--- config.mk ---
export PLATFORM = sky130hd
export DESIGN_NAME = uart_tx_word_queue
export DESIGN_NICKNAME = d
export VERILOG_FILES = /design/src/rtl/uart_tx_word_queue.sv
export SDC_FILE = /design/constraint.sdc
export NUM_CORES = 1
export LEC_CHECK = 0
export CAP_MARGIN = 20
export CORE_UTILIZATION = 65
export DETAILED_ROUTE_END_ITERATION = 10
export GPL_ROUTABILITY_DRIVEN = 0
export GPL_TIMING_DRIVEN = 0
export HOLD_SLACK_MARGIN = 0.02
export MAX_ROUTING_LAYER = met4
export PLACE_DENSITY = 0.86
export SLEW_MARGIN = 10
export SYNTH_ARGS = -nofsm -noshare
export SYNTH_HDL_FRONTEND = slang
export SYNTH_SLANG_ARGS = --single-unit
--- constraint.sdc ---
create_clock -name CLK -period 10.1 [get_ports CLK]
set_input_delay 1.01 -clock CLK [delete_from_list [all_inputs] [get_ports CLK]]
set_output_delay 1.01 -clock CLK [all_outputs]
set_load 0.05 [all_outputs]
--- src/rtl/uart_tx_word_queue.sv ---
// uart_tx_word_queue
//   Buffers 32-bit words from the core's UART-out path in a circular FIFO and
//   feeds them, one byte at a time, to a byte-level UART sender using a
//   ready/enable handshake. The pipeline can issue back-to-back UART writes
//   while the sender is still busy.
//
// Ports
//   CLK           rising-edge clock
//   reset         synchronous, active-high
//   word_in       word to queue
//   word_enable   push strobe, sampled every rising edge
//   sender_ready  high while the byte sender is idle
//   sender_data   registered byte presented to the sender
//   sender_enable registered one-cycle start pulse to the sender
//   busy          a byte is still queued or in flight
//   full          FIFO holds 2^DEPTH_WIDTH words
//   overflow      sticky: a push was dropped
module uart_tx_word_queue #(
  parameter int DEPTH_WIDTH = 4,
  parameter bit MSB_FIRST   = 1'b1
) (
  input  logic        CLK,
  input  logic        reset,
  input  logic [31:0] word_in,
  input  logic        word_enable,
  input  logic        sender_ready,
  output logic [7:0]  sender_data,
  output logic        sender_enable,
  output logic        busy,
  output logic        full,
  output logic        overflow
);

  localparam int D = 1 << DEPTH_WIDTH;
  localparam logic [DEPTH_WIDTH:0] DEPTH = {1'b1, {DEPTH_WIDTH{1'b0}}};

  typedef enum logic [1:0] {S_IDLE, S_ISSUE, S_HOLD, S_WAIT} state_t;

  state_t                 state_q, state_d;
  logic [DEPTH_WIDTH-1:0] rd_ptr_q, rd_ptr_d;
  logic [DEPTH_WIDTH-1:0] wr_ptr_q, wr_ptr_d;
  logic [DEPTH_WIDTH:0]   count_q, count_d;
  logic [1:0]             byte_idx_q, byte_idx_d;
  logic [31:0]            word_q, word_d;
  logic [7:0]             data_q, data_d;
  logic                   en_q, en_d;
  logic                   ovf_q, ovf_d;
  logic [31:0]            mem_q [D];

  logic       pop, push;
  logic [1:0] lane;
  logic [7:0] sel_byte;

  assign full          = (count_q == DEPTH);
  assign busy          = (state_q != S_IDLE) || (count_q != '0);
  assign sender_data   = data_q;
  assign sender_enable = en_q;
  assign overflow      = ovf_q;

  // Pop only from IDLE with a word already stored: no same-edge bypass.
  assign pop  = (state_q == S_IDLE) && (count_q != '0);
  // A full FIFO still accepts a push on the edge that frees a slot.
  assign push = word_enable && (!full || pop);

  // Byte lane within the current word for this byte_idx.
  assign lane = MSB_FIRST ? (2'd3 - byte_idx_q) : byte_idx_q;

  always_comb begin
    sel_byte = word_q[7:0];
    case (lane)
      2'd0: sel_byte = word_q[7:0];
      2'd1: sel_byte = word_q[15:8];
      2'd2: sel_byte = word_q[23:16];
      2'd3: sel_byte = word_q[31:24];
      default: sel_byte = word_q[7:0];
    endcase
  end

  // FIFO bookkeeping
  always_comb begin
    rd_ptr_d = rd_ptr_q;
    wr_ptr_d = wr_ptr_q;
    count_d  = count_q;
    ovf_d    = ovf_q | (word_enable & ~push);
    if (push) wr_ptr_d = wr_ptr_q + DEPTH_WIDTH'(1);
    if (pop)  rd_ptr_d = rd_ptr_q + DEPTH_WIDTH'(1);
    if (push && !pop)      count_d = count_q + (DEPTH_WIDTH+1)'(1);
    else if (pop && !push) count_d = count_q - (DEPTH_WIDTH+1)'(1);
  end

  // Byte serialiser FSM
  always_comb begin
    state_d    = state_q;
    byte_idx_d = byte_idx_q;
    word_d     = word_q;
    data_d     = data_q;
    en_d       = 1'b0;
    case (state_q)
      S_IDLE: begin
        if (pop) begin
          word_d     = mem_q[rd_ptr_q];
          byte_idx_d = 2'd0;
          state_d    = S_ISSUE;
        end
      end
      S_ISSUE: begin
        if (sender_ready) begin
          data_d  = sel_byte;
          en_d    = 1'b1;
          state_d = S_HOLD;
        end
      end
      // One cycle where ready is ignored so the sender can drop it.
      S_HOLD: state_d = S_WAIT;
      S_WAIT: begin
        if (sender_ready) begin
          if (byte_idx_q == 2'd3) begin
            state_d = S_IDLE;
          end else begin
            byte_idx_d = byte_idx_q + 2'd1;
            state_d    = S_ISSUE;
          end
        end
      end
      default: state_d = S_IDLE;
    endcase
  end

  always_ff @(posedge CLK) begin
    if (reset) begin
      state_q    <= S_IDLE;
      rd_ptr_q   <= '0;
      wr_ptr_q   <= '0;
      count_q    <= '0;
      byte_idx_q <= 2'd0;
      word_q     <= '0;
      data_q     <= '0;
      en_q       <= 1'b0;
      ovf_q      <= 1'b0;
    end else begin
      state_q    <= state_d;
      rd_ptr_q   <= rd_ptr_d;
      wr_ptr_q   <= wr_ptr_d;
      count_q    <= count_d;
      byte_idx_q <= byte_idx_d;
      word_q     <= word_d;
      data_q     <= data_d;
      en_q       <= en_d;
      ovf_q      <= ovf_d;
    end
  end

  // Storage needs no reset: count gates every read.
  always_ff @(posedge CLK) begin
    if (!reset && push) mem_q[wr_ptr_q] <= word_in;
  end

endmodule

Word level (Yosys, flattened, before mapping) --
Memory sizes are Yosys's and may differ from the RTL's. A register that Yosys moved wholly into a read port is not among the register bits. Cells that the tools add are included.
Storage, ports and cells: register bits after elaboration 27, bits in writable memories 512, memories kept 1
Cells by class: add/sub/neg operators 6, equal/unequal tests 12, multiplexer cells 15, bitwise gates (word level) 4, reduce and logical (&&, ||, !) cells 22
Memory list:
- mem_q | depth 16, width 32, rd ports 1, clocked after Yosys merged registers in 1, write ports 1, RTL line 48 | logic [31:0] mem_q [D];
Operator list (count):
- one-hot mux 8 bit (4 select lines) | 1
- two-way mux 2 bit | 6
- equality test 2 bit (second input constant) | 5
- two-way mux 5 bit | 2
- adder 4 x 1 -> 4 bit (second input constant) | 2
- != test 2 bit (second input constant) | 4
- one-hot mux 2 bit (4 select lines) | 1
- nonzero test 2 bit | 3
- adder 5 x 1 -> 5 bit (second input constant) | 1
- equality test 5 bit (second input constant) | 1
- logical AND 1 bit | 5
- nonzero test 5 bit | 1
- subtractor 5 x 1 -> 5 bit (second input constant) | 1
- equality test 2 x 1 -> 1 bit (second input constant) | 2
- logical NOT 1 bit | 4
- logical NOT 2 bit | 2
- two-way mux 1 bit | 4
- one-hot mux 2 bit (2 select lines) | 1
- AND reduction 2 bit | 2
- AND reduction 4 bit | 1
- AND reduction 3 bit | 1
- adder 2 x 1 -> 2 bit (second input constant) | 1
- logical OR 1 bit | 2
- NOT 1 bit | 2
- other kinds (4) | 4

Logic depth before layout (Yosys ltp) --
Gate-level depths: netlist of the first run.
word-level depth 8, gate-level depth with buffers 12

Worst setup path after synthesis of the first run --
OpenSTA, ideal clock, no wires.
path type in2reg, start in reset, end mem mem_q[1][0] (enable), arrival 3.789 ns, slack 5.850 ns, stages on the path 3, path through a311oi_1 -> nand2_1 -> nor3_1
Between the ends: longest elaborated chain between the ends 4
Ends and longest elaborated chain:
- from (decl) | RTL line 23 | input logic reset,
- logical NOT 1 bit | RTL line 155 | if (!reset && push) mem_q[wr_ptr_q] <= word_in;
- logical AND 1 bit | RTL line 155
- two-way mux 1 bit | RTL line 155
- two-way mux 1 bit (not written as such) | RTL line 155
- to (decl) | RTL line 48
No other way between the ends.

Worst setup path in the final report of the first run --
start reg count_q[0], end out full
Between the ends: longest elaborated chain between the ends 1
Ends and longest elaborated chain:
- from (decl) | RTL line 42 | logic [DEPTH_WIDTH:0] count_q, count_d;
- from (signal assigned) | RTL line 144 | count_q <= count_d;
- equality test 5 bit | RTL line 54 | assign full = (count_q == DEPTH);
- to (decl) | RTL line 30 | output logic full,
No other way between the ends.

==> results of run 1 <==
## per-layer routing
layer  global-route usage, %  up-vias
li1                        -     4629
met1                    42.5     5875
met2                    50.8      984
met3                    8.35      209
met4                    13.0        0
met5                       -        -
## power groups by stage
stage	logic, uW	clock network [uW]	registers (uW)
after floorplan	953	0	2790
after global placement	1270	0	2830
after detailed placement	1320	0	2830
after CTS	1370	2000	2790
after global routing	1460	2090	2800
final	1380	2000	2800
## cell usage in the layout (no fill, tap or decap), types with 32 or more instances in the layout
master	Yosys	layout
dfxtp_1	59	59
clkbuf_16	0	54
mux4_2	128	128
a221o_1	32	32
mux2i_1	37	37
edfxtp_1	512	512
nor2_1	65	53
mux2_2	33	33
clkbuf_1	24	44
clkdlybuf4s50_1	0	47
## area by class of cell
type                       instances  area, sq um  area share [%]
clock buffer                      88         1620            6.39
tap                              448          561            2.21
antenna                            2         5.00          0.0198
buffer                            61          340            1.34
multi-input combinational        419         5190            20.5
inverter                          11         41.3           0.163
sequential                       571        16600            65.3
timing repair buffer              75          898            3.55
clock inverter                    11          125           0.494
## worst reg2reg max path, cell delays in order (launching register included)
cell	delay, ns
dfxtp_1	0.34
inv_1	0.11
ha_1	0.22
buf_2	0.27
inv_1	0.13
a311oi_1	0.59
nand2_1	0.39
nor2_4	0.82
buf_16	0.25
## cell families after synthesis
| family | count (synthesis) |
|---|---|
| AO/OA/AOI/OAI | 78 |
| multiplexers | 198 |
| XOR/XNOR | 8 |
| flip-flops | 571 |
| buffers and inverters | 72 |
| adder cells (fa/ha/maj) | 17 |
| AND/OR/NAND/NOR | 118 |
## path summary, 6_finish.rpt
| check | depth (start not counted) | slack, ns | to |
|---|---|---|---|
| setup / recovery | 4 | 6.49 | full |
| hold / removal | 2 | 0.46 | sender_data[1]$_SDFFE_PP0P_ |
| setup reg to reg | 8 | 6.70 | mem_q[4][29]$_DFFE_PP_ |
| hold reg to reg | 2 | 0.46 | sender_data[1]$_SDFFE_PP0P_ |
## state kept, by name (all words and copies together) (netlist names)
register and flops:
word_q 32, mem_q 512, count_q 5, sender_enable 1
rd_ptr_q 4, overflow 1, sender_data 8, byte_idx_q 2
state_q 2, wr_ptr_q 4
## metrics by stage
stage                     power [uW]  setup slack, ns  utilization [%]  std cells
final                           6180             6.49             75.8       1686
after global routing            6350             6.38             75.8       1686
after CTS                       6160             6.48             75.7       1684
after detailed placement        4160             6.21             70.5       1585
after global placement          4100             2.82             68.9       1557
after floorplan                 3740             5.85                -       1062
==> results_dict.tcl, run 1 <==
set metrics [dict create \
    status "completed" \
    cts_sinks 571 \
    clock_skew_ns 0.0273 \
    via_count 11700 \
    start_util_pct 65.8 \
    clk_pin_slew_worst_paths_ns 0.06 \
    drtPass1Iterations 8 \
    layout.nets 1245 \
    worstPathArrival_ns 2.60 \
    async_reset_ff_share_pct 0 \
    synth_cell_types 44 \
    slew_violations 0 \
    end_kind "output port" \
    dp_hpwl_um 30400 \
    clock-root-buffer "clkbuf_16" \
    muxShareOfSynthArea_pct 16.5 \
    antenna_left 0 \
    final_layout_size_suffix_gt1_share_pct 25.5 \
    placed_area_sq_um 23600 \
    ys_ff_latch 571 \
    criticalPathCategory "reg2out" \
    max_cap_violations 0 \
    synthSimpleGateAreaFrac_pct 2.31 \
    core_area_sq_um 33400 \
    synth_top_area_share_pct 69.8 \
    critPathMaxStageDelay_ns 0.82 \
    path_buf_inv 2 \
    fin_setup_tns_ns 0 \
    postCtsSetupBuffers 0 \
    dieArea_sq_um 34600 \
    grt_pass1_wl_um 77300 \
    cts.path.max_buffers 3 \
    setup_viol 0 \
    fmax_mhz 277 \
    clockPowerShare_pct 32.3 \
    routed_wl_um 52600 \
    cts_resized 0 \
    dr_wl_met2_um 25100 \
    drt-met1-wl_um 18600 \
    combPwrFrac_pct 22.4 \
    synth.top_cells.by_count "512 x edfxtp_1, 128 x mux4_2, 65 x nor2_1" \
    peakVddDrop_v 0.000161 \
    hold_path.startpoint "sender_data[1]$_SDFFE_PP0P_" \
    synth.most_common_cell "edfxtp_1" \
    internal_power_uw 4460 \
    clk_latency_ns 0.58 \
    synth_area_sq_um 22000 \
    relSlewSlack_pct 29.5 \
    seqPwrFrac_pct 45.3 \
    fin_hold_ws_ns 0.458 \
    std_cell_rows 67 \
    leakagePower_uw 0.00797 \
    yosysTopAreaCell "edfxtp_1" \
    synthToLayoutAreaGrowth_pct 15.1 \
    synth_fa_ha_area_share_pct 1.00 \
    io_buffer_count 47 \
    worstPathMaxFanout 7 \
    grtUsageTotal_pct 32.9 \
    worstMarginPinSlew_ns 1.06 \
    ioPinCount 48 \
    crit_chain "or4_1 > buf_6 > nor2_1 > clkdlybuf4s50_1" \
    avgSynthCellArea_sq_um 20.7 \
    period_share_pct 35.7 \
    wl_met3_um 6460 \
    grt_max_degree 21 \
    synth_compound_area_share_pct 2.99 \
    cts-buffers-inserted 53 \
    slowest_stage "clkdlybuf4s50_1" \
    drt-wirelength-per-cell_um 31.2 \
    first_iter_violations 1727 \
    p_sw_uw 1730 \
    grt_pass1_vias 11900 \
    sw_frac_of_total_pct 27.9 \
    via_per_inst 6.94 \
    worstHoldPathType "reg2reg" \
    synth_top_family_by_area "multiplexers" \
    fillers 1634 \
    r2r_start "state_q[0]$_SDFFE_PP0P_" \
    power.density_nw_per_um2 244 \
    antenna_found_initial 2 \
    final_cell_area_sq_um 25300 \
    topRoutingLayerUsed "met4" \
    worstPathRequired_ns 9.09 \
    crit_family "buffers and inverters" \
    synth_edf_count 512 \
    grt_overflow 0 \
    synthCells 1062 \
    yosysSeqAreaShare_pct 75.2 \
    rsz0062_at_grt "false" \
    drc_errors 0 \
    synth-xor-area-share_pct 0.318 \
    finalHoldViolCount 0 \
    hold_buffers 0 \
    yosysWarnings 0 \
    cp-start-kind "register" \
    yosys-top-cells-area "edfxtp_1 70%, mux4_2 13%, dfxtp_1 5.4%" \
    startpoint "count_q[0]$_SDFFE_PP0P_" \
    die_w_um 186 \
    ys.flop_type "edfxtp_1" \
    htreeDepth 2 \
    syn-num-nets 1115 \
    die_y_um 186 \
    cts_tree "done" \
    fin_crit_ns 3.61 \
]
Note: power is estimated with default switching activity, not from simulation.
==> run 2, diff against run 1 <==
--- a/config.mk
+++ b/config.mk
@@ -6,13 +6,13 @@
 export NUM_CORES = 1
 export LEC_CHECK = 0
 export CAP_MARGIN = 20
-export CORE_UTILIZATION = 65
+export CORE_UTILIZATION = 61
 export DETAILED_ROUTE_END_ITERATION = 10
 export GPL_ROUTABILITY_DRIVEN = 0
 export GPL_TIMING_DRIVEN = 0
 export HOLD_SLACK_MARGIN = 0.02
 export MAX_ROUTING_LAYER = met4
-export PLACE_DENSITY = 0.86
+export PLACE_DENSITY = 0.81
 export SLEW_MARGIN = 10
 export SYNTH_ARGS = -nofsm -noshare
 export SYNTH_HDL_FRONTEND = slang
==> constraint.sdc (replaced) <==
create_clock -name CLK -period 3.32 [get_ports CLK]
set_input_delay 0.332 -clock CLK [delete_from_list [all_inputs] [get_ports CLK]]
set_output_delay 0.332 -clock CLK [all_outputs]
set_load 0.05 [all_outputs]
==> results_dict.tcl, run 2 (same netlist as run 1, synthesis figures left out) <==
set metrics [dict create \
    final_common_cell "edfxtp_1" \
    use_met1_pct 37.5 \
    cts_resized 0 \
    hold_buffers 0 \
    status "completed" \
    final_layout_size_suffix_gt1_share_pct 27.1 \
    largest_register_ffs 512 \
    grt_max_degree 24 \
    worstPathMaxFanout 7 \
    htreeDepth 2 \
    met2_usage_pct 43.4 \
    use_met3_pct 6.12 \
    clock-root-buffer "clkbuf_16" \
    die_y_um 192 \
    ioPinCount 48 \
    cts_tree "done" \
    setup_viol 0 \
    peakVddDrop_v 0.000548 \
    clock_skew_ns 0.0274 \
    leakagePower_uw 0.00810 \
    dp_hpwl_um 30200 \
    postCtsSetupBuffers 0 \
    via_per_inst 6.58 \
    std_cell_rows 69 \
    slew_violations 0 \
    antenna_found_initial 1 \
    timing.final.ws_setup_ns 0.123 \
    start_util_pct 61.9 \
    period_share_pct 96.3 \
    cts_sinks 571 \
    worstHoldPathType "reg2reg" \
    worstPathRequired_ns 3.79 \
    critPathMaxStageDelay_ns 0.56 \
    grt_pass1_wl_um 71300 \
    cp-start-kind "register" \
    fmax_mhz 313 \
    startpoint "count_q[0]$_SDFFE_PP0P_" \
    clk_pin_slew_worst_paths_ns 0.07 \
    fin_crit_ns 3.20 \
    worstMarginPinSlew_ns 1.06 \
    finalHoldViolCount 0 \
    placed_area_sq_um 23700 \
    busiest_layer "met2" \
    drc_errors 0 \
    relSlewSlack_pct 29.4 \
    power.density_nw_per_um2 727 \
    slowest_stage "or4_1" \
    antenna_left 0 \
    first_iter_violations 1368 \
    grtUsageTotal_pct 28.1 \
    fin_hold_ws_ns 0.456 \
    final_core_util_pct 72.3 \
    io_buffer_count 47 \
    final_cell_area_sq_um 25700 \
    grt_pass1_vias 11300 \
    pre_cts_slack_ns 0.110 \
    cts.path.max_buffers 3 \
    drtPass1Iterations 9 \
    end_kind "register" \
    grt_overflow 0 \
    drt-wirelength-per-cell_um 28.8 \
    dieArea_sq_um 36900 \
    hold_path.startpoint "sender_data[3]$_SDFFE_PP0P_" \
    core_area_sq_um 35600 \
    max_cap_violations 0 \
    final_cell_mix "512 x edfxtp_1, 128 x mux4_2, 59 x dfxtp_1" \
    crit_chain "or4_1 > buf_6 > o31ai_4 > inv_1 > ha_1 > inv_1 > ha_1 > a21o_1 > a21oi_1 > mux2i_1 > mux2_2" \
    worstPathArrival_ns 3.67 \
    layout.nets 1265 \
    r2r_start "count_q[0]$_SDFFE_PP0P_" \
    die_w_um 192 \
    routed_wl_um 49400 \
    synthToLayoutAreaGrowth_pct 16.8 \
    via_count 11300 \
    regMostFlops "mem_q" \
    cts-buffers-inserted 53 \
    clk_latency_ns 0.58 \
    criticalPathCategory "reg2reg" \
]
==> run 2: cell types whose count changed in the layout (fill, tap and decap cells not counted), moves of 5 or more <==
cell	before	now
clkbuf_1	44	31
buf_12	3	15
buf_8	0	8
clkinv_1	0	7
clkinv_2	5	11
clkbuf_8	14	9
==> run 2: critical path: cells and delay by family, from the launching register on <==
kind / cells / cell delay, ns
buffers and inverters: 3 / 0.40
and+or+nand+nor: 1 / 0.56
DFF: 1 / 0.36
adders and majority gates: 2 / 0.50
AOI/OAI and AO/OA: 3 / 0.70
muxes: 2 / 0.55
==> run 2: routing by layer <==
layer  wire length (um)  part of all wire, %
met5                  0                    0
met4               1690                  3.4
met3               4910                  9.9
met2              24200                   49
met1              18600                   38
==> run 2: metrics by stage <==
| step | total power [uW] | std cells | setup TNS, ns |
|---|---|---|---|
| final | 18700 | 1717 | 0 |
| after floorplan | 11400 | 1062 | -0.647 |
| after CTS | 18700 | 1692 | 0 |
| after global placement | 12500 | 1570 | -808.49 |
| after global routing | 19300 | 1717 | -0.904 |
| after detailed placement | 12600 | 1594 | 0 |
==> run 2: cell type report <==
type / count / area [sq um]
repair buffers: 95 / 1220
clock inverters: 28 / 256
diodes: 1 / 2.50
plain buffers: 61 / 340
multi-input cells: 419 / 5220
well taps: 461 / 577
inverters: 11 / 41.3
flip-flops and latches: 571 / 16600
fillers: 1945 / 9860
clock buffers: 70 / 1500
==> run 2: worst paths after layout <==
| kind | to | cells past startpoint | slack, ns |
|---|---|---|---|
| worst max-delay path | count_q[4]$_SDFFE_PP0P_ | 11 | 0.12 |
| worst min register to register | sender_data[3]$_SDFFE_PP0P_ | 2 | 0.46 |
| worst max register to register | count_q[4]$_SDFFE_PP0P_ | 11 | 0.12 |
| worst min-delay path | sender_data[3]$_SDFFE_PP0P_ | 2 | 0.46 |
==> run 2: power by group <==
part	total, uW	switching, uW	internal (uW)
Sequential	8480	322	8160
Combinational	4150	2220	1930
Clock	6060	2570	3490
Total	18700	5110	13600
==> run 3, diff against run 2 <==
--- a/config.mk
+++ b/config.mk
@@ -6,13 +6,13 @@
 export NUM_CORES = 1
 export LEC_CHECK = 0
 export CAP_MARGIN = 20
-export CORE_UTILIZATION = 61
+export CORE_UTILIZATION = 65
 export DETAILED_ROUTE_END_ITERATION = 10
 export GPL_ROUTABILITY_DRIVEN = 0
 export GPL_TIMING_DRIVEN = 0
 export HOLD_SLACK_MARGIN = 0.02
 export MAX_ROUTING_LAYER = met4
-export PLACE_DENSITY = 0.81
+export PLACE_DENSITY = 0.86
 export SLEW_MARGIN = 10
 export SYNTH_ARGS = -nofsm -noshare
 export SYNTH_HDL_FRONTEND = slang
==> constraint.sdc (replaced) <==
create_clock -name CLK -period 3.9 [get_ports CLK]
set_input_delay 0.39 -clock CLK [delete_from_list [all_inputs] [get_ports CLK]]
set_output_delay 0.39 -clock CLK [all_outputs]
set_load 0.05 [all_outputs]
==> results_dict.tcl, run 3 (same netlist as run 1, synthesis figures left out) <==
set metrics [dict create \
    crit_chain "inv_1 > ha_1 > buf_2 > inv_1 > a311oi_1 > nand2_1 > nor3_4 > buf_8" \
    criticalPathCategory "reg2reg" \
    end_kind "register" \
    finalPower_uw 16000 \
    slowest_stage "nor3_4" \
    fin_setup_tns_ns 0 \
    start_util_pct 65.8 \
    synthToLayoutAreaGrowth_pct 14.8 \
    relSlewSlack_pct 30.5 \
    htreeDepth 2 \
    cts_resized 0 \
    timing.final.ws_setup_ns 0.512 \
    status "completed" \
    core_area_sq_um 33400 \
    ioPinCount 48 \
    die_y_um 186 \
    worstMarginPinSlew_ns 1.04 \
    clk_latency_ns 0.59 \
    clock-root-buffer "clkbuf_16" \
    fin_hold_ws_ns 0.454 \
    critPathMaxStageDelay_ns 0.74 \
    regToRegSetupSlack_ns 0.51 \
    peakVddDrop_v 0.000475 \
    r2r_end "mem_q[3][30]$_DFFE_PP_" \
    power.density_nw_per_um2 631 \
    die_w_um 186 \
    fillers 1641 \
    worstPathRequired_ns 4.17 \
    cts.path.max_buffers 3 \
    grtUsageTotal_pct 33.2 \
    clk_pin_slew_worst_paths_ns 0.06 \
    grt_pass1_wl_um 77300 \
    setup_viol 0 \
    worstHoldPathType "reg2reg" \
    via_count 11800 \
    largest_register_ffs 512 \
    final_core_util_pct 75.6 \
    antenna_found_initial 1 \
    critPathMostFrequentCell "inv_1" \
    io_buffer_count 47 \
    routed_wl_um 53200 \
    std_cell_rows 67 \
    drtPass1Iterations 8 \
    holdPathEnd "sender_data[2]$_SDFFE_PP0P_" \
    grt_pass1_vias 11700 \
    cp-start-kind "register" \
    final_common_cell "edfxtp_1" \
    r2r_start "state_q[0]$_SDFFE_PP0P_" \
    layout.nets 1237 \
    final_layout_size_suffix_gt1_share_pct 24.6 \
    drc_errors 0 \
    via_per_inst 7.03 \
    dieArea_sq_um 34600 \
    cts_tree "done" \
    worstPathArrival_ns 3.65 \
    fin_crit_ns 3.39 \
    hold_path.startpoint "sender_data[2]$_SDFFE_PP0P_" \
    drt-wirelength-per-cell_um 31.7 \
    dp_hpwl_um 30400 \
    grt_max_degree 22 \
    cts_sinks 571 \
    leakagePower_uw 0.00789 \
    finalHoldViolCount 0 \
    fmax_mhz 295 \
    max_cap_violations 0 \
    clock_skew_ns 0.0236 \
    period_share_pct 86.9 \
    final_cell_mix "512 x edfxtp_1, 128 x mux4_2, 59 x dfxtp_1" \
    rsz0062_at_grt "false" \
    first_iter_violations 1833 \
    hold_buffers 0 \
    antenna_left 0 \
    grt_overflow 0 \
    pre_cts_slack_ns 0.675 \
    holdPathStages 2 \
    slew_violations 0 \
    cts-buffers-inserted 53 \
    postCtsSetupBuffers 0 \
    worstPathMaxFanout 15 \
    r2r_cells 8 \
    regMostFlops "mem_q" \
]
-- run 3: cell count changes in the layout (fill, tap and decap cells not counted), sizes merged --
cell	before	now
clkbuf	94	107
buf	85	57
clkinv	19	12
bufinv	4	3
clkinvlp	4	0
-- run 3: worst max-delay path by stage --
stage                                        from                      to  slack (ns)  cells after the start
after floorplan           state_q[0]$_SDFFE_PP0P_  mem_q[13][0]$_DFFE_PP_        0.58                      7
after global placement    state_q[0]$_SDFFE_PP0P_   mem_q[4][3]$_DFFE_PP_       -1.05                      7
after detailed placement  state_q[0]$_SDFFE_PP0P_   mem_q[1][1]$_DFFE_PP_        0.67                      8
after CTS                 state_q[0]$_SDFFE_PP0P_   mem_q[1][0]$_DFFE_PP_        0.64                      8
after global routing      state_q[0]$_SDFFE_PP0P_   mem_q[1][0]$_DFFE_PP_        0.43                      8
final                     state_q[0]$_SDFFE_PP0P_  mem_q[3][30]$_DFFE_PP_        0.51                      8
-- run 3: layer usage --
metal | vias up | global-route usage [%] | wire [um]
met5 | - | - | 0
met4 | 0 | 16.4 | 3050
met3 | 242 | 7.32 | 6550
met2 | 1055 | 50.9 | 25300
met1 | 5866 | 42.7 | 18300
li1 | 4630 | - | -
-- run 3: critical path: cells and delay by family, from the launching register on --
| family | cells | cell delay [ns] |
|---|---|---|
| AO/OA/AOI/OAI | 1 | 0.54 |
| buffers and inverters | 4 | 0.81 |
| AND/OR/NAND/NOR | 2 | 1.15 |
| flip-flops | 1 | 0.33 |
| adder cells (fa/ha/maj) | 1 | 0.23 |
-- run 3: area by class of cell --
cell class / instances / area, sq um / area share, %
Sequential cell: 571 / 16600 / 65.5
Multi-Input combinational cell: 419 / 5220 / 20.6
Clock buffer: 83 / 1530 / 6.05
Timing Repair Buffer: 67 / 871 / 3.44
Tap cell: 448 / 561 / 2.22
Buffer: 61 / 340 / 1.35
Clock inverter: 16 / 168 / 0.663
Inverter: 11 / 41.3 / 0.163
Antenna cell: 1 / 2.50 / 0.00990
-- run 3: metrics by stage --
stage               cells  cell area (sq um)
floorplan            1062              22000
global placement     1557              23100
detailed placement   1577              23600
CTS                  1676              25300
global route         1677              25300
finish               1677              25300
-- run 3: power by group --
part           total (uW)  internal, uW  switching [uW]
combinational        3620          1640            1990
sequential           7250          6950             305
clock                5080          2900            2190
